## config.mk

```make
export PLATFORM = sky130hd
export DESIGN_NAME = key_sched_ctrl
export DESIGN_NICKNAME = d
export VERILOG_FILES = /design/src/rtl/key_sched_ctrl.sv
export SDC_FILE = /design/constraint.sdc
export NUM_CORES = 1
export LEC_CHECK = 0
export BUFFER_PORTS_ARGS = -buffer_cell sky130_fd_sc_hd__buf_4
export CAP_MARGIN = 0
export CORE_ASPECT_RATIO = 0.8
export CORE_MARGIN = 2
export CORE_UTILIZATION = 46
export CTS_CLUSTER_SIZE = 12
export DETAILED_ROUTE_END_ITERATION = 6
export PLACE_DENSITY = 0.87
export SLEW_MARGIN = 10
export SYNTH_ARGS = -nofsm -noshare
export SYNTH_HDL_FRONTEND = slang
export SYNTH_SLANG_ARGS = --single-unit
```

## constraint.sdc

```tcl
create_clock -name iClk -period 2.6 [get_ports iClk]
set_input_delay 0.13 -clock iClk [delete_from_list [all_inputs] [get_ports iClk]]
set_output_delay 0.13 -clock iClk [all_outputs]
set_load 0.05 [all_outputs]
```

## src/rtl/key_sched_ctrl.sv

```systemverilog
// Sequencer for round-key expansion: accepts a cipher key, drives the first/main
// expansion stages under a timeout, and arbitrates cipher access to the key RAMs.
//
// state       | meaning
// ------------+-----------------------------------------------------------
// IDLE        | no schedule present, waiting for a key
// WAIT_CIPHER | new key accepted, waiting for cipher to release key RAM
// LOAD        | one-cycle key load pulse into the expansion datapath
// FIRST       | first-round-key stage running (start pulse on entry)
// MAIN        | main round-key stage writing the key RAMs
// READY       | schedule valid, cipher may be granted the key RAM
// ERR         | bad configuration or stage timeout
module key_sched_ctrl #(
  parameter int TIMEOUT_CYCLES = 1023,
  parameter int CNT_W          = 10
) (
  input  logic         iClk,
  input  logic         iRst_n,
  input  logic [3:0]   iCfg_KC,
  input  logic [3:0]   iCfg_BC,
  input  logic         iKey_valid,
  output logic         oKey_ready,
  input  logic [127:0] iKey_data,
  output logic         oKey_load,
  output logic [31:0]  oKey_data_1,
  output logic [31:0]  oKey_data_2,
  output logic [31:0]  oKey_data_3,
  output logic [31:0]  oKey_data_4,
  output logic [3:0]   oRound,
  output logic         oFirst_start,
  input  logic         iFirst_done,
  input  logic         iMain_done,
  output logic         oAbort,
  input  logic         iCipher_req,
  output logic         oCipher_grant,
  input  logic         iCipher_done,
  output logic         oSched_valid,
  output logic         oBusy,
  output logic         oError,
  output logic [7:0]   oKey_gen
);

  typedef enum logic [2:0] {
    IDLE, WAIT_CIPHER, LOAD, FIRST, MAIN, READY, ERR
  } state_t;

  state_t       state, state_nxt;
  logic         hs, cfg_ok, tmo_hit, timeout, in_wait;
  logic [3:0]   kc_max;
  logic [127:0] key_q;
  logic [3:0]   round_q;
  logic [CNT_W-1:0] cnt;
  logic         first_start_q, abort_q, grant_q, sched_valid_q, error_q;
  logic [7:0]   gen_q;

  always_comb begin
    oKey_ready = (state == IDLE) || (state == READY) || (state == ERR);
    hs         = iKey_valid && oKey_ready;
    cfg_ok     = ((iCfg_KC == 4'd4) || (iCfg_KC == 4'd6) || (iCfg_KC == 4'd8)) &&
                 ((iCfg_BC == 4'd4) || (iCfg_BC == 4'd6) || (iCfg_BC == 4'd8));
    kc_max     = (iCfg_KC > iCfg_BC) ? iCfg_KC : iCfg_BC;
    in_wait    = (state == FIRST) || (state == MAIN);
    // The counter reaches the limit at the edge closing this cycle; a done
    // arriving in this same cycle still wins.
    tmo_hit    = in_wait && (cnt == CNT_W'(TIMEOUT_CYCLES - 1));
  end

  always_comb begin
    state_nxt = state;
    timeout   = 1'b0;
    case (state)
      IDLE, ERR: begin
        if (hs) state_nxt = cfg_ok ? LOAD : ERR;
      end
      READY: begin
        if (hs) begin
          if (!cfg_ok)                         state_nxt = ERR;
          else if (grant_q && !iCipher_done)   state_nxt = WAIT_CIPHER;
          else                                 state_nxt = LOAD;
        end
      end
      WAIT_CIPHER: if (iCipher_done) state_nxt = LOAD;
      LOAD:        state_nxt = FIRST;
      FIRST: begin
        if (iFirst_done)  state_nxt = MAIN;
        else if (tmo_hit) begin
          state_nxt = ERR;
          timeout   = 1'b1;
        end
      end
      MAIN: begin
        if (iMain_done)   state_nxt = READY;
        else if (tmo_hit) begin
          state_nxt = ERR;
          timeout   = 1'b1;
        end
      end
      default: state_nxt = IDLE;
    endcase
  end

  always_ff @(posedge iClk) begin
    if (!iRst_n) begin
      state         <= IDLE;
      key_q         <= '0;
      round_q       <= '0;
      cnt           <= '0;
      first_start_q <= 1'b0;
      abort_q       <= 1'b0;
      grant_q       <= 1'b0;
      sched_valid_q <= 1'b0;
      error_q       <= 1'b0;
      gen_q         <= '0;
    end else begin
      state         <= state_nxt;
      first_start_q <= (state == LOAD);
      abort_q       <= timeout;

      if (state_nxt != state) cnt <= '0;
      else if (in_wait)       cnt <= cnt + CNT_W'(1);

      if (hs) begin
        key_q   <= iKey_data;
        round_q <= kc_max + 4'd6;
        error_q <= !cfg_ok;
      end else if (timeout) begin
        error_q <= 1'b1;
      end

      if (state == MAIN && iMain_done) gen_q <= gen_q + 8'd1;

      // A rekey that must wait for the cipher keeps the old schedule visible.
      if (state == MAIN && iMain_done)                     sched_valid_q <= 1'b1;
      else if (timeout)                                    sched_valid_q <= 1'b0;
      else if (hs && state_nxt != WAIT_CIPHER)             sched_valid_q <= 1'b0;
      else if (state == WAIT_CIPHER && state_nxt == LOAD)  sched_valid_q <= 1'b0;

      if (grant_q) begin
        if (iCipher_done) grant_q <= 1'b0;
      end else if (state == READY && sched_valid_q && iCipher_req && !hs) begin
        grant_q <= 1'b1;
      end
    end
  end

  assign oKey_load     = (state == LOAD);
  assign oBusy         = (state == LOAD) || (state == FIRST) || (state == MAIN);
  assign oFirst_start  = first_start_q;
  assign oAbort        = abort_q;
  assign oCipher_grant = grant_q;
  assign oSched_valid  = sched_valid_q;
  assign oError        = error_q;
  assign oKey_gen      = gen_q;
  assign oRound        = round_q;
  assign oKey_data_1   = key_q[127:96];
  assign oKey_data_2   = key_q[95:64];
  assign oKey_data_3   = key_q[63:32];
  assign oKey_data_4   = key_q[31:0];

endmodule

```

After elaboration in Yosys (flattened, before gate mapping)
Index checks and enable logic that the tools add are counted.
{"block": "word_totals", "ff_bits": 158, "latchBits": 0, "mem_bits_rw": 0, "mem_bits_ro": 0, "inputBits": 143, "output_inout_bits": 148, "wordCells": 82, "memories": 0}
{"block": "classes", "n_addsub": 3, "n_mul": 0, "div": 0, "magnitude_cmp": 1, "eq_ne": 16, "shift": 0, "mux": 24, "bitwise": 1, "n_reduce_logical": 27}
{"operator": "$mux 3", "n": 8}
{"operator": "$pmux 3 s6", "n": 1}
{"operator": "$eq 4x3->1 const B", "n": 4}
{"operator": "$mux 1", "n": 12}
{"operator": "$add 10x1->10 const B", "n": 1}
{"operator": "$eq 10x10->1 const B", "n": 1}
{"operator": "$logic_and 1x1->1", "n": 10}
{"operator": "$eq 3x2->1 const B", "n": 3}
{"operator": "$eq 3x3->1 const B", "n": 3}
{"operator": "$logic_or 1x1->1", "n": 9}
{"operator": "$add 8x1->8 const B", "n": 1}
{"operator": "$eq 4x4->1 const B", "n": 2}
{"operator": "$add 4x3->4 const B", "n": 1}
{"operator": "$gt 4x4->1", "n": 1}
{"operator": "$mux 4", "n": 1}
{"operator": "$reduce_bool 4->1", "n": 1}
{"operator": "$reduce_or 2->1", "n": 2}
{"operator": "$eq 3x1->1 const B", "n": 1}
{"operator": "$logic_not 1->1", "n": 3}
{"operator": "$logic_not 3->1", "n": 1}
{"operator": "$ne 3x1->1 const B", "n": 1}
{"operator": "$ne 3x3->1", "n": 1}
{"operator": "$mux 2", "n": 1}
{"operator": "$pmux 1 s2", "n": 1}
{"operator": "other kinds (2)", "n": 2}

Longest topological paths before layout
{"block": "logic_depth", "depth_word": 13, "mapped_depth": 10, "mapped_depth_nobuf": 10}

Worst setup path before layout
Ideal clock, no wire load.
{"block": "synth_timing", "path_kind": "flip-flop to flip-flop", "start": "reg state[1]", "end": "reg key_q[16]", "setup_time_ps": 70, "t_arrival_ps": 2305, "required_ps": 2530, "slack_ps": 224, "stages_incl_launch_ff": 9, "path_buffers": 3, "period_less_slack_ps": 2376, "cell_sequence": "dfxtp_1 buf_2 xor2_1 o21bai_1 and2_1 buf_2 buf_1 nand2_1 a21oi_1"}
{"block": "synth_between", "elab_chain_cells": 4, "elab_cells_between_ends": 6, "classes_between": "eq/ne (2); reduce/logical (4)"}
{"item": "from (decl)", "line_no": "47", "text": "state_t state, state_nxt;"}
{"item": "from (signal assigned)", "line_no": "115", "text": "state <= state_nxt;"}
{"item": "$eq 3x3->1 / $logic_not 3->1 (equally long branches)", "line_no": "57", "text": "oKey_ready = (state == IDLE) || (state == READY) || (state == ERR);"}
{"item": "$logic_or 1x1->1", "line_no": "57"}
{"item": "$logic_or 1x1->1 (*)", "line_no": "57"}
{"item": "via oKey_ready", "line_no": "22", "text": "output logic oKey_ready,"}
{"item": "$logic_and 1x1->1 (*)", "line_no": "58", "text": "hs = iKey_valid && oKey_ready;"}
{"item": "to (signal assigned)", "line_no": "123", "text": "key_q <= iKey_data;"}
{"item": "to (decl)", "line_no": "50", "text": "logic [127:0] key_q;"}
The timed path passes the listed nets; every way through them passes the cells marked *.
A chain may end at the register's enable or synchronous reset.

Worst setup path after layout
{"block": "layout_timing", "start": "reg state[0]", "end": "reg cnt[2]"}
{"block": "layout_between", "elab_chain_cells": 8, "elab_cells_between_ends": 22, "classes_between": "eq/ne (7); mux (7); reduce/logical (8)"}
{"item": "$eq 3x2->1 (tied with other cells)", "line_no": "62, 71"}
{"item": "$logic_or 1x1->1 (on tied branches)", "line_no": "62, 57"}
{"item": "$logic_and 1x1->1 / $logic_or 1x1->1 (equally long branches)", "line_no": "65, 57"}
{"item": "$mux 3 / $logic_and 1x1->1 (equally long branches)", "line_no": "86, 93, 58"}
{"item": "$mux 3 (on tied branches)"}
{"item": "$pmux 3 s6", "line_no": "71", "text": "case (state)"}
{"item": "$ne 3x3->1", "line_no": "119", "text": "if (state_nxt != state) cnt <= '0;"}
{"item": "$reduce_or 2->1 (no line)"}
{"item": "to (signal assigned)", "line_no": "120", "text": "else if (in_wait) cnt <= cnt + CNT_W'(1);"}
{"item": "to (decl)", "line_no": "52", "text": "logic [CNT_W-1:0] cnt;"}
Parallel ways exist; a longest one is shown, timed or not.

==> flow_metrics.tcl <==
set metrics [dict create \
    place.gp.congestion 0.883 \
    flow.area_growth_from_synthesis_pct 70.9 \
    design.final.nets 1298 \
    clk-insertion-delay-late_ns 0.41 \
    drt.antenna.violating_nets 0 \
    achievable-frequency_ghz 0.434 \
    power.leakage_nw 4.48 \
    grt_pass1_wl_mm 35.4 \
    port-buffer-count 290 \
    power.switching_fraction_pct 37.8 \
    place_ws_ns 0.297 \
    worstSetupEndpointType "register" \
    total_count_of_hold_check_failures_in_the_final_report 0 \
    sum_of_routed_wire_length_over_all_layers_mm 22.4 \
    sequentialPowerShare_pct 33.8 \
    floorplan.die.width_um 132 \
    clock_buffers_created_by_tritoncts 17 \
    totalNegativeSetupSlack_ns 0 \
    cts.path.max_buffers 2 \
    synth.area.top_cells "sky130_fd_sc_hd__dfxtp_1 (53%), sky130_fd_sc_hd__nand2_1 (17%), sky130_fd_sc_hd__a21oi_1 (11%), sky130_fd_sc_hd__nor2_1 (2.2%), sky130_fd_sc_hd__buf_2 (1.9%)" \
    yosysSeqAreaShare_pct 52.7 \
    max_slew.worst_pin.slew_ns 0.722 \
    number_of_global_route_vias_before_repair 7109 \
    ys.flop_type "sky130_fd_sc_hd__dfxtp_1" \
    run_status "finished, final reports clean" \
    powerDensity_nw_per_um2 842 \
    critPathKind "reg -> reg" \
    synth_xor_area_share_pct 2.77 \
    min_path_type "in -> reg" \
    maxCapViolations 0 \
    syn-cell-area_um2 6010 \
    synth_compound_gate_area_share_pct 14.5 \
    routedWlPerCell_um 16.8 \
    arrival_ns 2.59 \
    net_switching_power_w 0.00327 \
    detailedPlacementHpwl_mm 11.8 \
    synth.lib_cells_used.distinct 45 \
    drcViolationCount 0 \
    design.portCount 291 \
    async_reset_ff_share_pct 0 \
    core_um2 12800 \
    synth_edf_count 0 \
    postSynthAreaPerCell_um2 8.02 \
    floorplan.rows 37 \
    cts.reportedPaths.clkPinSlew_ns 0.06 \
    cts_resized 0 \
    rsz0062_at_grt "no" \
    die_h_um 106 \
    length_of_the_first_detailed_routing_pass_in_iterations 5 \
    critical_path_required_ns 2.88 \
    floorplan.die_area_um2 14000 \
    ys_top_cells_by_count "sky130_fd_sc_hd__nand2_1 (267), sky130_fd_sc_hd__dfxtp_1 (158), sky130_fd_sc_hd__a21oi_1 (135), sky130_fd_sc_hd__nor2_1 (35), sky130_fd_sc_hd__clkbuf_1 (24)" \
    path_cells "or4bb_1, a2111oi_4, a21oi_1, o221ai_1, a211o_1, nor2_1" \
    finalClockSkew_ns 0.00634 \
    period_minus_slack_ns 2.30 \
    combinationalPowerShare_pct 35.8 \
    cts_tree "yes" \
    largest_family_of_logic_cells_by_synthesized_area "simple AND/OR/NAND/NOR gates" \
    setup_slack_ns 0.296 \
    syn_nets 900 \
    initial_core_util_pct 46.8 \
    iteration_0_drc_markers 619 \
    crit_fanout 10 \
    synthesis.instances 749 \
    synthMostInstantiatedCell "sky130_fd_sc_hd__nand2_1" \
    register_area_um2 3160 \
    reg2reg_slack_ns 0.30 \
    grt_max_degree 145 \
    fill_cells 682 \
    cp_slowest_stage_delay_ns 0.58 \
    synth_mux_area_share_pct 0.833 \
    synth_adder_area_share_pct 1.83 \
    worstSetupStartpointType "register" \
    multi_input_area_um2 2590 \
    share_clk_of_total_power_pct 30.4 \
    htree_levels 4 \
    number_of_antenna_violations_at_the_first_check_in_global_routing 0 \
    yosys_warnings 0 \
    synth_seq_cells 158 \
    route.detailed.vias_per_inst 5.23 \
    cpMaxStageDelayCell "sky130_fd_sc_hd__or4bb_1" \
    global_route.usage.total_pct 31.6 \
    synth_top_cell_area_share_pct 52.7 \
    tritoncts_num_sinks 158 \
    max-vdd-ir-drop_mv 0.612 \
    hold-path-cell-count 4 \
    drive_gt1_share_pct 28.8 \
    rr_worst_depth 6 \
    global_route.overflow_total 0 \
    final.period_utilization_pct 88.6 \
    setup_viol 0 \
    post-synth-top-area-cell "sky130_fd_sc_hd__dfxtp_1" \
    power_report.internal_total_w 0.00537 \
    vias 6982 \
    maxSlewHeadroom_pct 51.9 \
    fraction_of_the_mapped_netlist_area_in_simple_logic_gates_pct 23.1 \
    number_of_diodes_added_for_antenna_fixing 0 \
    slew_viol_final 0 \
    cts_root_buf "sky130_fd_sc_hd__clkbuf_16" \
]
sequential cells by signal, summed over array words and instances, names as in the netlist:
signal         count
oCipher_grant      1
oKey_gen           8
state              3
oRound             4
oFirst_start       1
oError             1
key_q            128
oAbort             1
cnt               10
oSched_valid       1
power by group through the flow:
| stage | Clock (W) | Combinational [W] | Sequential (W) |
|---|---|---|---|
| after floorplan | 0 | 0.000921 | 0.00392 |
| after global placement | 0 | 0.00282 | 0.00293 |
| after detailed placement | 0 | 0.00284 | 0.00295 |
| after CTS | 0.00265 | 0.00301 | 0.00290 |
| after global routing | 0.00276 | 0.00325 | 0.00295 |
| final | 0.00263 | 0.00309 | 0.00292 |
worst max-delay path: cells and delay by family (launching register included):
kind / cells / cell delay, ns
AO/OA/AOI/OAI: 4 / 1.00
flip-flops: 1 / 0.50
AND/OR/NAND/NOR: 2 / 0.68
per-stage QoR:
step / instances / hold slack, ns / power [W] / util [%] / instance area (um2)
global route: 1334 / 0.0854 / 0.00896 / 80.0 / 10300
finish: 1334 / 0.0889 / 0.00864 / 80.0 / 10300
global placement: 1173 / 0.376 / 0.00575 / 65.1 / 8340
detailed placement: 1173 / 0.385 / 0.00579 / 65.1 / 8340
floorplan: 749 / 0.252 / 0.00484 / - / 6010
CTS: 1334 / 0.0661 / 0.00856 / 80.0 / 10300
placed cells by master (no fill, tap or decap), types with 5 or more instances in the layout:
| cell type | Yosys | layout |
|---|---|---|
| sky130_fd_sc_hd__dfxtp_1 | 158 | 158 |
| sky130_fd_sc_hd__nand4_1 | 6 | 6 |
| sky130_fd_sc_hd__inv_1 | 8 | 8 |
| sky130_fd_sc_hd__xor2_1 | 11 | 11 |
| sky130_fd_sc_hd__clkbuf_16 | 0 | 17 |
| sky130_fd_sc_hd__buf_4 | 1 | 292 |
| sky130_fd_sc_hd__nand2_1 | 267 | 266 |
| sky130_fd_sc_hd__xnor2_1 | 8 | 8 |
| sky130_fd_sc_hd__nor3_1 | 5 | 5 |
| sky130_fd_sc_hd__mux2i_1 | 5 | 5 |
| sky130_fd_sc_hd__dlygate4sd3_1 | 0 | 130 |
| sky130_fd_sc_hd__a21oi_1 | 135 | 135 |
| sky130_fd_sc_hd__nor2_1 | 35 | 35 |
| sky130_fd_sc_hd__buf_12 | 0 | 7 |
| sky130_fd_sc_hd__nand3_1 | 6 | 6 |
| sky130_fd_sc_hd__ha_1 | 8 | 8 |
layout make-up:
| cell class | count | share of cell area (%) |
|---|---|---|
| clock buffer | 19 | 4.22 |
| tap | 175 | 2.13 |
| timing repair buffer | 429 | 35.4 |
| sequential | 158 | 30.8 |
| inverter | 9 | 0.354 |
| multi-input combinational | 532 | 25.3 |
| clock inverter | 12 | 1.82 |
final timing paths:
check,start,end
min reg2reg,key_q[65],key_q[65]
max reg2reg,state[0],cnt[2]
min,iCfg_BC[1],oRound[1]
max,state[0],cnt[2]
cells by family after synthesis:
group                      count (synthesis)
AOI/OAI and AO/OA                        158
buffers and inverters                     59
and+or+nand+nor                          341
xor gates and xnor gates                  19
muxes                                      5
DFF                                      158
adders and majority gates                  9
layer usage:
metal / vias up / GRT usage, % / part of all wire [%]
met5: - / 0 / 0
met4: 0 / 16.4 / 4.7
met3: 98 / 8.87 / 8.2
met2: 381 / 56.6 / 50
met1: 3253 / 34.2 / 37
li1: 3250 / - / -
what timing repair did:
item / 4_1_cts / 5_1_grt
endpoints found under the hold margin: 132 / 0
buffers inserted: 0 / 0
setup endpoints to repair: 0 / 0
hold buffers: 130 / 0
Note: power is estimated with default switching activity, not from simulation.
